[src/rtl/cnn_acc_requant_21s_14s.sv]
// Accumulates a stream of signed products into one dot product per vector. Each finished
// sum is requantized (round half up, then saturate) into an OUT_W result on a valid/ready port.
module cnn_acc_requant_21s_14s #(
  parameter int IN_W  = 21,
  parameter int ACC_W = 32,
  parameter int OUT_W = 14,
  parameter int SHIFT = 8,
  parameter int CNT_W = 10
) (
  input  logic             ap_clk,
  input  logic             ap_rst_n,
  input  logic             in_valid,
  output logic             in_ready,
  input  logic [IN_W-1:0]  in_data,
  input  logic             in_last,
  output logic             out_valid,
  input  logic             out_ready,
  output logic [OUT_W-1:0] out_data,
  output logic             out_sat,
  output logic [CNT_W-1:0] out_count
);

  localparam logic [1:0] S_IDLE = 2'd0;
  localparam logic [1:0] S_ACC  = 2'd1;
  localparam logic [1:0] S_OUT  = 2'd2;

  localparam logic signed [ACC_W:0] MAXV = (ACC_W+1)'(2**(OUT_W-1) - 1);
  localparam logic signed [ACC_W:0] MINV = (ACC_W+1)'(-(2**(OUT_W-1)));

  logic [1:0]              r_state;
  logic signed [ACC_W-1:0] r_acc;
  logic [CNT_W-1:0]        r_cnt;
  logic [OUT_W-1:0]        r_out_data;
  logic                    r_out_sat;
  logic [CNT_W-1:0]        r_out_count;

  logic                    w_in_fire;
  logic                    w_out_fire;
  logic signed [ACC_W-1:0] w_beat;
  logic signed [ACC_W-1:0] w_sum;
  logic signed [ACC_W:0]   w_r;
  logic [CNT_W-1:0]        w_cnt_inc;
  logic                    w_hi;
  logic                    w_lo;

  assign out_valid  = (r_state == S_OUT);
  assign in_ready   = ap_rst_n && (!out_valid || out_ready);
  assign w_in_fire  = in_valid && in_ready;
  assign w_out_fire = out_valid && out_ready;

  // acc is already zero in IDLE/OUT, so one adder serves every state
  assign w_beat    = ACC_W'($signed(in_data));
  assign w_sum     = r_acc + w_beat;
  assign w_cnt_inc = (r_cnt == {CNT_W{1'b1}}) ? r_cnt : r_cnt + 1'b1;

  generate
    if (SHIFT > 0) begin : g_round
      localparam logic signed [ACC_W:0] RND = (ACC_W+1)'(1) << (SHIFT - 1);
      logic signed [ACC_W:0] w_rnd;
      // one guard bit keeps the rounding add from wrapping
      assign w_rnd = {w_sum[ACC_W-1], w_sum} + RND;
      assign w_r   = w_rnd >>> SHIFT;
    end else begin : g_noround
      assign w_r = {w_sum[ACC_W-1], w_sum};
    end
  endgenerate

  assign w_hi = (w_r > MAXV);
  assign w_lo = (w_r < MINV);

  always_ff @(posedge ap_clk or negedge ap_rst_n) begin
    if (!ap_rst_n) begin
      r_state     <= S_IDLE;
      r_acc       <= '0;
      r_cnt       <= '0;
      r_out_data  <= '0;
      r_out_sat   <= 1'b0;
      r_out_count <= '0;
    end else if (w_in_fire) begin
      if (in_last) begin
        r_state     <= S_OUT;
        r_acc       <= '0;
        r_cnt       <= '0;
        r_out_data  <= w_hi ? MAXV[OUT_W-1:0] : w_lo ? MINV[OUT_W-1:0] : w_r[OUT_W-1:0];
        r_out_sat   <= w_hi || w_lo;
        r_out_count <= w_cnt_inc;
      end else begin
        r_state <= S_ACC;
        r_acc   <= w_sum;
        r_cnt   <= w_cnt_inc;
      end
    end else if (w_out_fire) begin
      r_state <= S_IDLE;
    end
  end

  assign out_data  = r_out_data;
  assign out_sat   = r_out_sat;
  assign out_count = r_out_count;

endmodule

[config.mk]
export PLATFORM = sky130hd
export DESIGN_NAME = cnn_acc_requant_21s_14s
export DESIGN_NICKNAME = d
export VERILOG_FILES = /design/src/rtl/cnn_acc_requant_21s_14s.sv
export SDC_FILE = /design/constraint.sdc
export NUM_CORES = 1
export LEC_CHECK = 0
export BUFFER_PORTS_ARGS = -buffer_cell sky130_fd_sc_hd__buf_4
export CORE_MARGIN = 2
export CORE_UTILIZATION = 47
export CTS_CLUSTER_SIZE = 8
export DETAILED_ROUTE_END_ITERATION = 7
export GPL_ROUTABILITY_DRIVEN = 1
export PLACE_DENSITY = 0.65
export SETUP_SLACK_MARGIN = 0.5
export SYNTH_ARGS = -nofsm -noshare
export SYNTH_HDL_FRONTEND = slang
export SYNTH_SLANG_ARGS = --single-unit
export TNS_END_PERCENT = 100
[constraint.sdc]
create_clock -name ap_clk -period 7.62 [get_ports ap_clk]
set_clock_uncertainty 0.2 [all_clocks]
set_input_delay 0.762 -clock ap_clk [delete_from_list [all_inputs] [get_ports ap_clk]]
set_output_delay 0.762 -clock ap_clk [all_outputs]
set_load 0.02 [all_outputs]
Word level (Yosys, flattened, before mapping)
Cells that the tools add are included.
{"block": "op_classes", "shift": 0, "n_mul": 0, "n_div": 0, "add_sub_neg": 3, "order_cmp": 2, "n_bitwise": 0, "n_eq_ne": 2, "reduce_logical": 8, "muxes": 8}
{"cell": "adder 32 x 9 -> 33 bit (second input constant)", "n": 1}
{"cell": "adder 32 x 21 -> 32 bit", "n": 1}
{"cell": "2-to-1 mux 32 bit", "n": 1}
{"cell": "2-to-1 mux 14 bit", "n": 2}
{"cell": "> comparator 25 x 14 -> 1 bit (second input constant)", "n": 1}
{"cell": "< comparator 25 x 14 -> 1 bit (second input constant)", "n": 1}
{"cell": "2-to-1 mux 10 bit", "n": 2}
{"cell": "adder 10 x 1 -> 10 bit (second input constant)", "n": 1}
{"cell": "equality test 10 bit (second input constant)", "n": 1}
{"cell": "2-to-1 mux 2 bit", "n": 3}
{"cell": "logical AND 1 bit", "n": 3}
{"cell": "equality test 2 bit (second input constant)", "n": 1}
{"cell": "logical OR 1 bit", "n": 2}
{"cell": "AND reduction 2 bit", "n": 1}
{"cell": "nonzero test 2 bit", "n": 1}
{"cell": "zero test 1 bit", "n": 1}
{"block": "totals", "latch_bits": 0, "wordCells": 29, "memories": 0, "inputBits": 26, "ff_bits": 69, "romBits": 0, "mem_bits_rw": 0}

Depth between registers and ports, before layout
{"block": "depth", "word_depth": 6, "ltp_mapped": 17, "depth_no_buf": 16}

Worst setup path before layout
OpenSTA, ideal clock, no wires.
{"block": "synth_path", "kind": "input to register", "from": "input port in_data[0]", "to": "register r_out_data[10], in the netlist out_data[10]", "path_stages": 17, "path_buffers": 2, "slack_ns": 2.999, "arrival_time_ns": 4.297, "cell_sequence": "ha_1 -> inv_1 -> fa_1 -> and2b_1 -> o2111ai_1 -> and4_1 -> o21bai_1 -> xor2_1 -> nand4bb_1 -> buf_4 -> nor4_4 -> nand3_1 -> or3b_1 -> a211oi_2 -> a31oi_2 -> buf_6 -> a211o_1"}
{"block": "synth_between", "elab_chain_cells": 5}
{"item": "start, declared", "line": "14", "text": "input logic [IN_W-1:0] in_data,"}
{"item": "adder 32 x 21 -> 32 bit (*)", "line": "53", "text": "assign w_sum = r_acc + w_beat;"}
{"item": "adder 32 x 9 -> 33 bit (*)", "line": "61", "text": "assign w_rnd = {w_sum[ACC_W-1], w_sum} + RND;"}
{"item": "< comparator 25 x 14 -> 1 bit", "line": "69", "text": "assign w_lo = (w_r < MINV);"}
{"item": "2-to-1 mux 14 bit", "line": "84", "text": "r_out_data <= w_hi ? MAXV[OUT_W-1:0] : w_lo ? MINV[OUT_W-1:0] : w_r[OUT_W-1:0];"}
{"item": "2-to-1 mux 14 bit (*)", "line": "84"}
{"item": "end signal, assigned", "line": "84"}
{"item": "end, declared", "line": "33", "text": "logic [OUT_W-1:0] r_out_data;"}
Mark *: on every way between the ends. The rest lies on a longest branch, timed or not.
A chain may end at the register's enable or synchronous reset.

Final worst setup path
{"block": "layout_path", "from": "input port in_data[0]", "to": "register r_out_data[4], in the netlist out_data[4]"}
The elaborated chain is that of the path after synthesis.

==> results.md <==
* Root cell of the clock tree: clkbuf_16
* Iteration count of the initial detailed-routing pass at 5
* Cts bufs inserted at 9
* Run status: complete, no violations
* Number of global-route vias before repair at 5021
* CTS sink count at 69
* Synth-to-Final Area Change at 12.91%
* H-tree depth at 3
* Commonest non-fill, non-tap cells in the layout: 82 x nand2_1, 69 x dfrtp_1, 56 x buf_4
* Sequential fraction of design power at 22.1%
* Sw Ratio at 47.84%
* First-pass GRT wire length at 24940 µm
* Comb pwr share at 61.0%
* Clk_lat worst skew at 340 ps
* Asr flop ratio synth at 100.0%
* Slew headroom at 39.10%
* Clock group share of total power at 16.9%
* Core Box Area at 11560 µm²
* Internal power at 1.351 mW
* CP required at 7640 ps
* Max cap viols at 0
* Final hold slack at 284.9 ps
* Cells after DPL at 829
* Flip-flop and latch count after synthesis at 69
* Fin area at 6360 µm²
* Worst r2r src: r_acc[0]
* Hold Path Origin: out_count[5]
* Max-slew violation count at 0
* Avg WL per Cell at 17.99 µm
* Pwr/cell area at 407.1 nW/µm²
* Synthesized area at 5633 µm²
* Routed Antenna Nets at 0
* Hold_buf cts at 0
* Global Route Usage Sum at 24.19%
* Initial core utilization at 48.71%
* Crit-path max FO at 14
* Slowest stage cell, crit path: nand4bb_1
* Cells along the critical path: buf_4 -> ha_1 -> inv_1 -> fa_1 -> and2b_1 -> o2111ai_1 -> and4_1 -> o21bai_1 -> xor2_1 -> nand4bb_1 -> nor4_4 -> nand3_1 -> or3b_1 -> a211oi_2 -> a31oi_2 -> a211o_1
* Final antenna diode count at 0
* RSZ-0062 raised after global routing: no
* Commonest non-fill, non-tap cell in the layout: nand2_1
* Worst Path Arrival at 5150 ps
* Die H at 113.5 µm
* Initial antenna violation count at 0
* Post-DP Area at 6052 µm²
* Sequential share of the synthesized area at 30.65%
* Synth Net Count at 729
* Non-Filler Instances at 845
* Post-layout min period at 5130 ps
* Critical Setup Path Class: in2reg
* DR iter-0 viols at 302
* Final hold viol count at 0
* Crit end category: register
* Largest net degree at the start of global routing at 71
* VDD IR max at 0.1749 mV
* Avg Cell Area, Syn at 8.420 µm²
* Max Clock Freq at 0.1949 GHz
* Clock Path Buffers at 2
* Worst Setup SP: in_data[0]
* Cells after Synth at 669
* Total power at 2.589 mW
* Total gr overflow at 0
* Clock-pin slew on the worst setup and hold paths at 60 ps
* Via count at 5193
* Startpoint Class: input pin
* Final period utilization at 67.32%
* Share of cells above drive strength 1 at 13.11%
* PortBufs at 52
* Fin nets at 757
* HP Class: reg2reg
* Post-synth EDFFs at 0
* Rows at 39
* Final Wtd Congestion at 0.8724
* Hpwl dp at 11250 µm
* Synth Flop Type: dfrtp_1
* Die X at 113.5 µm
* Drt via density at 6.146
* Cell variety after synth at 72
* Final setup violation count at 0
* Yosys Warn Count at 0
* Fin Setup TNS at 0 ps
* Io pins at 53
* Worst slew pin tran at 913.6 ps
* Post-CTS setup buffers at 0
* Peak per-stage delay on the critical path at 500 ps
* Leakage at 2.844 nW
* Final wirelength at 15200 µm
* CTS tree: yes
* Full die area at 12880 µm²
* Post-cts sizing count at 0
* Net Switching at 1.239 mW
* DR DRC count at 0
-- area by class of cell --
cell class                 count  area (µm²)
fill                        1053        5205
multi-input combinational    550        3685
sequential                    69        1727
timing repair buffer          56       420.4
clock buffer                   9       225.2
tap                          143       178.9
clock inverter                 7       82.58
inverter                      11       41.29
-- cell usage after synthesis, drive strengths merged (10+ instances only) --
cell / number / area share [%]
nand2: 82 / 5.5
dfrtp: 69 / 31
o21ai: 54 / 4.9
a21oi: 41 / 3.8
nor2: 41 / 2.8
nor3: 34 / 3.0
ha: 33 / 7.3
xnor2: 28 / 4.4
clkbuf: 25 / 1.7
nand3: 23 / 2.0
a22o: 22 / 3.4
xor2: 17 / 2.6
a211o: 14 / 2.2
buf: 14 / 1.5
inv: 11 / 0.73
nand4: 11 / 1.5
nor4: 11 / 1.8
a21o: 10 / 1.3
a31oi: 10 / 1.3
-- cell families after synthesis --
kind of cell | share of synthesized area (%)
AO/OA/AOI/OAI | 25.70
AND/OR/NAND/NOR | 23.97
adder cells (fa/ha/maj) | 7.686
multiplexers | 1.066
XOR/XNOR | 6.997
buffers and inverters | 3.932
flip-flops | 30.65
-- worst paths after layout --
kind,endpoint,slack (ps),cells after the start
max,out_data[4],2490,16
min,out_count[5],280,2
max reg2reg,out_data[4],2650,15
min reg2reg,out_count[5],280,2
max in group asynchronous,out_data[10],6270,1
min in group asynchronous,r_acc[4],340,1
-- per-layer routing --
layer / track usage [%] / share of wire [%] / vias to the layer above
met3: 3.082 / 3.9 / 25
met1: 31.10 / 45 / 2473
met5: 0 / 0 / -
met4: 8.943 / 2.4 / 0
met2: 41.84 / 49 / 143
li1: - / - / 2552
-- power groups by stage --
| stage | Sequential (mW) | Clock, mW | Combinational [mW] |
|---|---|---|---|
| after floorplan | 0.614 | 0 | 1.13 |
| after global placement | 0.576 | 0 | 1.54 |
| after detailed placement | 0.580 | 0 | 1.56 |
| after CTS | 0.574 | 0.449 | 1.57 |
| after global routing | 0.587 | 0.461 | 1.73 |
| final | 0.573 | 0.438 | 1.58 |
-- through the flow --
stage	setup WS (ps)	util [%]
finish	2490	54.99
global route	2081	54.99
CTS	2515	54.99
detailed placement	2155	52.33
global placement	2298	52.33
floorplan	2999	-
-- state kept, by name, summed over array words and instances (netlist names) --
signal / count
out_count: 10
out_data: 14
out_sat: 1
r_acc: 32
r_cnt: 10
r_state: 2
-- worst max-delay path, delay by kind of cell --
family          cells  cell delay (ps)
xor+xnor            1              260
fa+ha+maj           2              370
simple gates        6             2120
compound gates      5             1480
buf+inv             2              180
Power figures use the tool's default switching activity.
